## src/rtl/common_pkg.sv

```systemverilog
// Shared scalar types for the RV64 pipeline.
package common_pkg;
    typedef logic [63:0] u64;
    typedef logic [31:0] u32;
endpackage

```

## src/rtl/fetch_stage_pkg.sv

```systemverilog
// Pipe types for the IF stage: IF/ID payload, fetch FSM states and PC mux selects.
package fetch_stage_pkg;
    import common_pkg::*;

    localparam u64 PCINIT_DEFAULT = 64'h0000_0000_8000_0000;
    localparam u32 NOP_INSTR      = 32'h0000_0013;

    typedef enum logic [1:0] {IDLE, REQ, HOLD, DRAIN} fetch_state_t;
    typedef enum logic [1:0] {PC_HOLD, PC_INC, PC_REDIR} pc_sel_t;

    typedef struct packed {
        logic valid;
        u64   pc;
        u32   raw_instr;
        logic misalign;
    } fetch_data_t;
endpackage

```

## src/rtl/fetch_stage_pc_select.sv

```systemverilog
// Next-PC mux for the fetch stage: sequential increment, redirect target or hold.
module pc_select
    import common_pkg::*;
    import fetch_stage_pkg::*;
(
    input  pc_sel_t sel_i,
    input  u64      pc_i,
    input  u64      redirect_pc_i,
    output u64      next_pc_o
);
    always_comb begin
        next_pc_o = pc_i;
        case (sel_i)
            PC_INC:   next_pc_o = pc_i + 64'd4;
            PC_REDIR: next_pc_o = redirect_pc_i;
            default:  next_pc_o = pc_i;
        endcase
    end
endmodule

```

## src/rtl/fetch_stage.sv

```systemverilog
// RV64 IF stage: one outstanding instruction-bus request, IF/ID output register, redirect handling.
// Build option FETCH_ALIGN_CHECK_EN turns a misaligned PC into a flagged NOP instead of a bus request.
module fetch_stage
    import common_pkg::*;
    import fetch_stage_pkg::*;
#(
    parameter u64 PCINIT = PCINIT_DEFAULT
)
(
    input  logic        clk,
    input  logic        reset,
    output logic        ireq_valid,
    output logic [63:0] ireq_addr,
    input  logic        iresp_data_ok,
    input  logic [31:0] iresp_data,
    input  logic        redirect_valid,
    input  logic [63:0] redirect_pc,
    input  logic        d_ready,
    output logic        f_valid,
    output logic [63:0] f_pc,
    output logic [31:0] f_raw_instr,
    output logic        f_misalign
);
    fetch_state_t state_q, state_d;
    fetch_data_t  f_q, f_d;
    u64           pc_q, pc_d;
    u64           addr_q, addr_d;
    pc_sel_t      pc_sel;
    logic         misaligned;

`ifdef FETCH_ALIGN_CHECK_EN
    assign misaligned = (pc_q[1:0] != 2'b00);
`else
    assign misaligned = 1'b0;
`endif

    pc_select u_pc_select (
        .sel_i         (pc_sel),
        .pc_i          (pc_q),
        .redirect_pc_i (redirect_pc),
        .next_pc_o     (pc_d)
    );

    always_comb begin
        state_d = state_q;
        f_d     = f_q;
        pc_sel  = PC_HOLD;
        case (state_q)
            IDLE: begin
                state_d = REQ;
                if (redirect_valid) begin
                    pc_sel   = PC_REDIR;
                    f_d.valid = 1'b0;
                end
            end
            REQ: begin
                if (misaligned) begin
                    if (redirect_valid) begin
                        pc_sel = PC_REDIR;
                    end else begin
                        f_d     = '{valid: 1'b1, pc: pc_q, raw_instr: NOP_INSTR, misalign: 1'b1};
                        state_d = HOLD;
                    end
                end else if (redirect_valid) begin
                    // A response arriving with the redirect is simply discarded; otherwise it is still owed.
                    pc_sel  = PC_REDIR;
                    state_d = iresp_data_ok ? REQ : DRAIN;
                end else if (iresp_data_ok) begin
                    f_d     = '{valid: 1'b1, pc: pc_q, raw_instr: iresp_data, misalign: 1'b0};
                    pc_sel  = PC_INC;
                    state_d = HOLD;
                end
            end
            HOLD: begin
                if (redirect_valid) begin
                    pc_sel    = PC_REDIR;
                    f_d.valid = 1'b0;
                    state_d   = REQ;
                end else if (f_q.valid && d_ready) begin
                    f_d.valid = 1'b0;
                    state_d   = REQ;
                end
            end
            DRAIN: begin
                if (redirect_valid) begin
                    pc_sel = PC_REDIR;
                end
                if (iresp_data_ok) begin
                    state_d = REQ;
                end
            end
            default: state_d = IDLE;
        endcase
    end

    // The bus address only moves when a new request starts, so DRAIN keeps the old one.
    assign addr_d = (state_d == REQ) ? pc_d : addr_q;

    always_ff @(posedge clk or negedge reset) begin
        if (!reset) begin
            state_q <= IDLE;
            pc_q    <= PCINIT;
            addr_q  <= PCINIT;
            f_q     <= '0;
        end else begin
            state_q <= state_d;
            pc_q    <= pc_d;
            addr_q  <= addr_d;
            f_q     <= f_d;
        end
    end

    assign ireq_valid  = (state_q == DRAIN) || ((state_q == REQ) && !misaligned);
    assign ireq_addr   = addr_q;
    assign f_valid     = f_q.valid;
    assign f_pc        = f_q.pc;
    assign f_raw_instr = f_q.raw_instr;
    assign f_misalign  = f_q.misalign;
endmodule

```

## config.mk

```make
export PLATFORM = sky130hd
export DESIGN_NAME = fetch_stage
export DESIGN_NICKNAME = d
export VERILOG_FILES = /design/src/rtl/common_pkg.sv /design/src/rtl/fetch_stage_pkg.sv /design/src/rtl/fetch_stage_pc_select.sv /design/src/rtl/fetch_stage.sv
export SDC_FILE = /design/constraint.sdc
export NUM_CORES = 1
export LEC_CHECK = 0
export BUFFER_PORTS_ARGS = -buffer_cell sky130_fd_sc_hd__buf_2
export CAP_MARGIN = 5
export CORE_MARGIN = 8
export CORE_UTILIZATION = 58
export DETAILED_ROUTE_END_ITERATION = 16
export PLACE_DENSITY = 0.86
export SETUP_SLACK_MARGIN = 0.05
export SLEW_MARGIN = 20
export SYNTH_ARGS = -nofsm -noshare
export SYNTH_HDL_FRONTEND = slang
export SYNTH_SLANG_ARGS = --single-unit
```

## constraint.sdc

```tcl
create_clock -name clk -period 4.61 [get_ports clk]
set_input_delay 0 -clock clk [delete_from_list [all_inputs] [get_ports clk]]
set_output_delay 0 -clock clk [all_outputs]
set_load 0.02 [all_outputs]
```

==> results.cfg, run 1 <==
[outcome]
status = complete, no violations

[yosys]
syn_avg_cell_area_um2 = 11.13
ys.warnings.count = 0
synth_top_family_by_area = simple AND/OR/NAND/NOR gates
synth_flop_cell = dfrtp_1
synth.area.mux_share = 0.1550
async_reset_ff_frac = 1.000
syn_nets = 1042
seq_area_frac_synth = 0.5442
synth_compound_gate_area_share = 0.1088
yosysTopAreaCell = dfrtp_1
synth.cell_area_um2 = 10440
ys_ff_latch = 227
synth_top_area_frac = 0.5392
synth_commonest_cells = 225 x dfrtp_1, 134 x mux2_2, 78 x nand2_1
synth_cell_types = 58
synthSimpleGateAreaFrac = 0.1553
synth_most_common_cell = dfrtp_1
syn_inst = 938
synth_adder_area_share = 0.003595
synth-edff-count = 0
synthXorXnorAreaFrac = 0
synthTopCellsByArea = dfrtp_1 54%, mux2_2 14%, a22oi_1 2.8%

[die]
core.rowCount = 49
fp.dieH_um = 150.2
core_um2 = 17840
io_pins = 264
initial_core_util = 0.5853
die_area_um2 = 22550
die_w_um = 150.2

[power]
seqPwrFrac = 0.421
p_sw_frac = 0.3497
clockPowerShare = 0.291
ir_drop_mv = 0.3495
combPwrFrac = 0.288
powerDensity_nw_per_um2 = 500.9
switchingPower_mw = 2.415
p_leak_nw = 6.495
internal_power_mw = 4.490

[layout]
nets = 1380
drive_gt1_frac = 0.3532
seq_area_um2 = 5683
area_growth_syn_to_layout_pct = 32.00
n_fill_cell = 1077
utilization = 0.7726
multi_input_comb_area_um2 = 4468

[grt]
grt_max_degree = 132
grt_pass1_wl_mm = 52.81
antenna_found_initial = 1
grt_pass1_vias = 9750
grt_overflow = 0
track_usage = 0.2947

[critical_path]
r2r_start = state_q[1]$_DFF_PN0_
cp-end-kind = register
worstSetupStartpointType = register
reg2reg_to = ireq_addr[47]$_DFFE_PN0N_
crit_arrival_ns = 3.83
cp_max_fo = 55
required_ns = 5.07
critPathKind = reg -> reg
r2r_slack_ns = 1.24
worst-r2r-cell-count = 8

[placed_design]
dpl.hpwl_mm = 20.99
place.gp.congestion = 0.8882
numPortBuffers = 262
dp_slack_ns = 1.291

[cts]
cts_tree = built
cts-root-buf = clkbuf_16
cts_sinks = 227
htree_levels = 1
post_cts_buffers = 0
cts.path.max_buffers = 3
clkTransAtPathRegs_ns = 0.06
numCtsBuffers = 24
clk_latency_ns = 0.52

[timing]
hold_ws_ns = 0.08066
tightest_slew_ns = 1.021
finalCritPeriodShare = 0.7320
fin_setup_tns_ns = 0
maxSlewHeadroom = 0.3132
skew_ns = 0.01862
finalSetupViolations = 0
worst_slack_ns = 1.236
fmax_mhz = 296.4
report.final.slew_viol_count = 0
rsz0062_at_grt = false
period_minus_slack_ns = 3.374
hold_viol = 0

[routing]
wl_per_cell_um = 22.36
drcViolationCount = 0
dr_total_vias = 9524
routed_wl_mm = 34.08
dr.pass1.iters = 7
detail-route-antenna-nets = 0
vias_per_cell = 6.249
drtIter0Drc = 1101

[hold_path]
hold_path_class = in -> async

[job]
maxCapViolations = 0
## how the worst max path moves through the flow
stage,startpoint,end,depth (start not counted)
after global placement,state_q[1]$_DFF_PN0_,ireq_addr[39]$_DFFE_PN0N_,9
after detailed placement,state_q[1]$_DFF_PN0_,ireq_addr[27]$_DFFE_PN0N_,9
after floorplan,state_q[1]$_DFF_PN0_,ireq_addr[28]$_DFFE_PN0N_,11
final,state_q[1]$_DFF_PN0_,ireq_addr[47]$_DFFE_PN0N_,8
after global routing,state_q[1]$_DFF_PN0_,ireq_addr[47]$_DFFE_PN0N_,8
after CTS,state_q[1]$_DFF_PN0_,ireq_addr[28]$_DFFE_PN0N_,9
## stage by stage
stage          std cells  area, um2  power (mW)
2_1_floorplan        938      10440       3.994
3_3_place_gp        1375      11920       4.705
3_5_place_dp        1375      11920       4.780
4_1_cts             1523      13780       6.850
5_1_grt             1524      13780       7.190
6_report            1524      13780       6.905
## registers in the layout (all words and copies together), names as in the netlist
signal,flops
f_pc,64
state_q,2
f_raw_instr,32
ireq_addr,64
pc_q,64
f_valid,1
## kinds of logic after synthesis
kind of cell,after synthesis
AND/OR/NAND/NOR,311
flip-flops,227
AO/OA/AOI/OAI,163
multiplexers,145
buffers and inverters,88
adder cells (fa/ha/maj),3
other,1
## worst max-delay path, cell delays in order (launching register included)
cell      delay [ns]
dfrtp_1         0.42
or2_0           0.32
nor2_4          0.16
ha_4            0.59
clkinv_1        0.78
nor2_1          0.54
nand4b_1        0.14
or3b_2          0.23
mux2_2          0.14
## routing by layer
layer / wire [um] / vias to the layer above / track usage / part of all wire
met5: 0 / - / 0 / 0
met4: 1622 / 0 / 0.1514 / 0.048
met3: 3208 / 129 / 0.05771 / 0.094
met2: 16410 / 630 / 0.4813 / 0.48
met1: 12840 / 4609 / 0.3683 / 0.38
li1: - / 4156 / - / -
## power by group through the flow
stage               Combinational [mW]  Sequential [mW]  Clock [mW]
detailed placement                1.89             2.89           0
global route                      2.12             2.97        2.10
global placement                  1.84             2.86           0
CTS                               1.97             2.87        2.01
floorplan                        0.686             3.31           0
finish                            1.99             2.91        2.01
## layout by cell type (no fill, tap or decap), drive strengths merged, types with 6 or more instances in the layout
master and instances:
inv 24, dlygate4sd3 104, nand2 78, nand4 28, o21ai 39, o211ai 6
a222oi 10, and2 9, and3 8, clkbuf 38, a41oi 6, nand3 49
or4 14, or3 9, a21oi 18, nor3 20, mux2i 11, buf 270
nor2 59, mux2 134, nor4 12, a22oi 39, a31oi 13, and4 8
dfrtp 225
## timing repair
| action | in CTS | in global routing |
|---|---|---|
| endpoints found under the hold margin | 251 | 0 |
| gates resized for setup | 0 | 0 |
| hold buffers | 104 | 0 |
## area by class of cell
class | instances | share of cell area
diodes | 1 | 0.0001815
clock buffers | 38 | 0.05110
clock inverters | 6 | 0.007806
inverters | 26 | 0.007080
multi-input cells | 623 | 0.3241
flip-flops and latches | 227 | 0.4123
well taps | 229 | 0.02079
repair buffers | 374 | 0.1766
Note: power is estimated with default switching activity, not from simulation.
==> run 2: changes to the inputs <==
CORE_UTILIZATION = 54   (was 58)
PLACE_DENSITY = 0.81   (was 0.86)
clock period = 3.5 ns   (was 4.61 ns; I/O delays follow)
==> run 2 against run 1 <==
Effect of this change:
- clock-buffer cell count shrank 2
- total power increased by 28%
- sequential cell count is the same
- sequential power up 30%
- worst hold slack better by 0.066 ns
- via count is 1.9% lower
- sequential share of layout area down 0.15 points
- largest cell class unchanged
==> results.cfg, run 2 (same netlist as run 1, synthesis figures left out) <==
[critical_path]
cp-end-kind = register
cp_max_fo = 11
worst-r2r-cell-count = 8
r2r_slack_ns = 0.57
required_ns = 3.96
critPathKind = reg -> reg
worstSetupStartpointType = register
crit_arrival_ns = 3.39

[layout]
seq_area_um2 = 5683
drive_gt1_frac = 0.3603
area_growth_syn_to_layout_pct = 32.49
nets = 1387
n_fill_cell = 1314
final_cell_mix = 261 x buf_2, 225 x dfrtp_1, 134 x mux2_2
multi_input_comb_area_um2 = 4463
utilization = 0.7203
layout_commonest_cell = buf_2

[timing]
skew_ns = 0.02250
maxSlewHeadroom = 0.3629
finalCritPeriodShare = 0.8365
fin_setup_tns_ns = 0
finalSetupViolations = 0
hold_viol = 0
report.final.slew_viol_count = 0
rsz0062_at_grt = false
fmax_mhz = 341.6
tightest_slew_ns = 0.9470
worst_slack_ns = 0.5722
period_minus_slack_ns = 2.928

[routing]
vias_per_cell = 5.972
wl_per_cell_um = 20.95
drcViolationCount = 0
dr.pass1.iters = 6
routed_wl_mm = 32.79
detail-route-antenna-nets = 0
drtIter0Drc = 828
dr_total_vias = 9346

[grt]
track_usage = 0.2685
grt_pass1_vias = 9445
grt_max_degree = 119
antenna_found_initial = 1
grt_pass1_wl_mm = 51.85
grt_overflow = 0

[placed_design]
dp_slack_ns = 0.6789
dpl.hpwl_mm = 21.36
numPortBuffers = 262
place.gp.congestion = 0.8783

[hold_path]
hold_path_class = in -> async

[power]
powerDensity_nw_per_um2 = 639.7
ir_drop_mv = 0.4569
p_leak_nw = 6.515

[die]
initial_core_util = 0.5437
core_um2 = 19210
die_area_um2 = 24040
fp.dieH_um = 155.1
io_pins = 264
core.rowCount = 51
die_w_um = 155.1

[cts]
cts-root-buf = clkbuf_16
clkTransAtPathRegs_ns = 0.07
cts_tree = built
cts_sinks = 227
htree_levels = 1
clk_latency_ns = 0.53
numCtsBuffers = 24
cts.path.max_buffers = 3

[outcome]
status = complete, no violations

[job]
maxCapViolations = 0
==> run 2: changes by cell type in the layout (fill, tap and decap cells not counted), sizes merged <==
cell and change:
dlygate4sd3 -2, clkinvlp -1, buf +9, clkbuf -2, bufinv -3, clkinv +4
==> run 2: cell type report <==
| cell class | count | area share |
|---|---|---|
| Inverter | 26 | 0.007054 |
| Clock buffer | 36 | 0.05100 |
| Timing Repair Buffer | 381 | 0.1812 |
| Clock inverter | 6 | 0.003256 |
| Multi-Input combinational cell | 623 | 0.3226 |
| Tap cell | 265 | 0.02396 |
| Sequential cell | 227 | 0.4107 |
| Antenna cell | 1 | 0.0001809 |
==> run 2: per-stage QoR <==
| step | instance area (um2) | power, mW | hold slack, ns | std cells |
|---|---|---|---|---|
| detailed placement | 12060 | 6.314 | 0.1515 | 1420 |
| floorplan | 10440 | 5.261 | -0.2956 | 938 |
| finish | 13840 | 8.851 | 0.1471 | 1565 |
| CTS | 13830 | 8.836 | 0.2018 | 1564 |
| global placement | 12060 | 6.228 | 0.1423 | 1420 |
| global route | 13840 | 9.267 | 0.2220 | 1565 |
==> run 2: power breakdown <==
group / total (mW) / leakage [nW] / internal (mW) / switching (mW)
registers: 3.79 / 2.87 / 3.27 / 0.519
logic: 2.63 / 3.27 / 1.05 / 1.58
clock network: 2.43 / 0.373 / 1.39 / 1.04
==> run 2: final timing paths <==
kind,startpoint,endpoint
setup reg to reg,pc_q[2]$_DFF_PN0_,ireq_addr[54]$_DFFE_PN0N_
setup / recovery,pc_q[2]$_DFF_PN0_,ireq_addr[54]$_DFFE_PN0N_
min in group clk,iresp_data[6],f_raw_instr[6]$_DFFE_PN0P_
hold reg to reg,ireq_addr[34]$_DFFE_PN0N_,ireq_addr[34]$_DFFE_PN0N_
max in group asynchronous,reset,pc_q[31]$_DFF_PN1_
hold / removal,reset,f_raw_instr[15]$_DFFE_PN0P_
==> run 2: timing repair <==
item                      in CTS  in global routing
hold endpoints to repair     273                  0
buffers inserted               0                  0
resized for setup              0                  0
hold buffers                 102                  0
==> run 2: critical path, stage by stage (launching register included) <==
cell and delay, ns:
dfrtp_1 0.41, ha_1 0.23, nand3_1 0.19, buf_4 0.23, nor4_1 0.55, nand4_1 0.53, or3_1 0.48, nand3_1 0.09
mux2_2 0.15
==> run 2: layer usage <==
| metal | up-vias | global-route usage | share of wire |
|---|---|---|---|
| met4 | 0 | 0.1251 | 0.044 |
| met1 | 4538 | 0.3447 | 0.39 |
| met5 | - | 0 | 0 |
| li1 | 4165 | - | - |
| met3 | 114 | 0.06158 | 0.089 |
| met2 | 529 | 0.4267 | 0.47 |
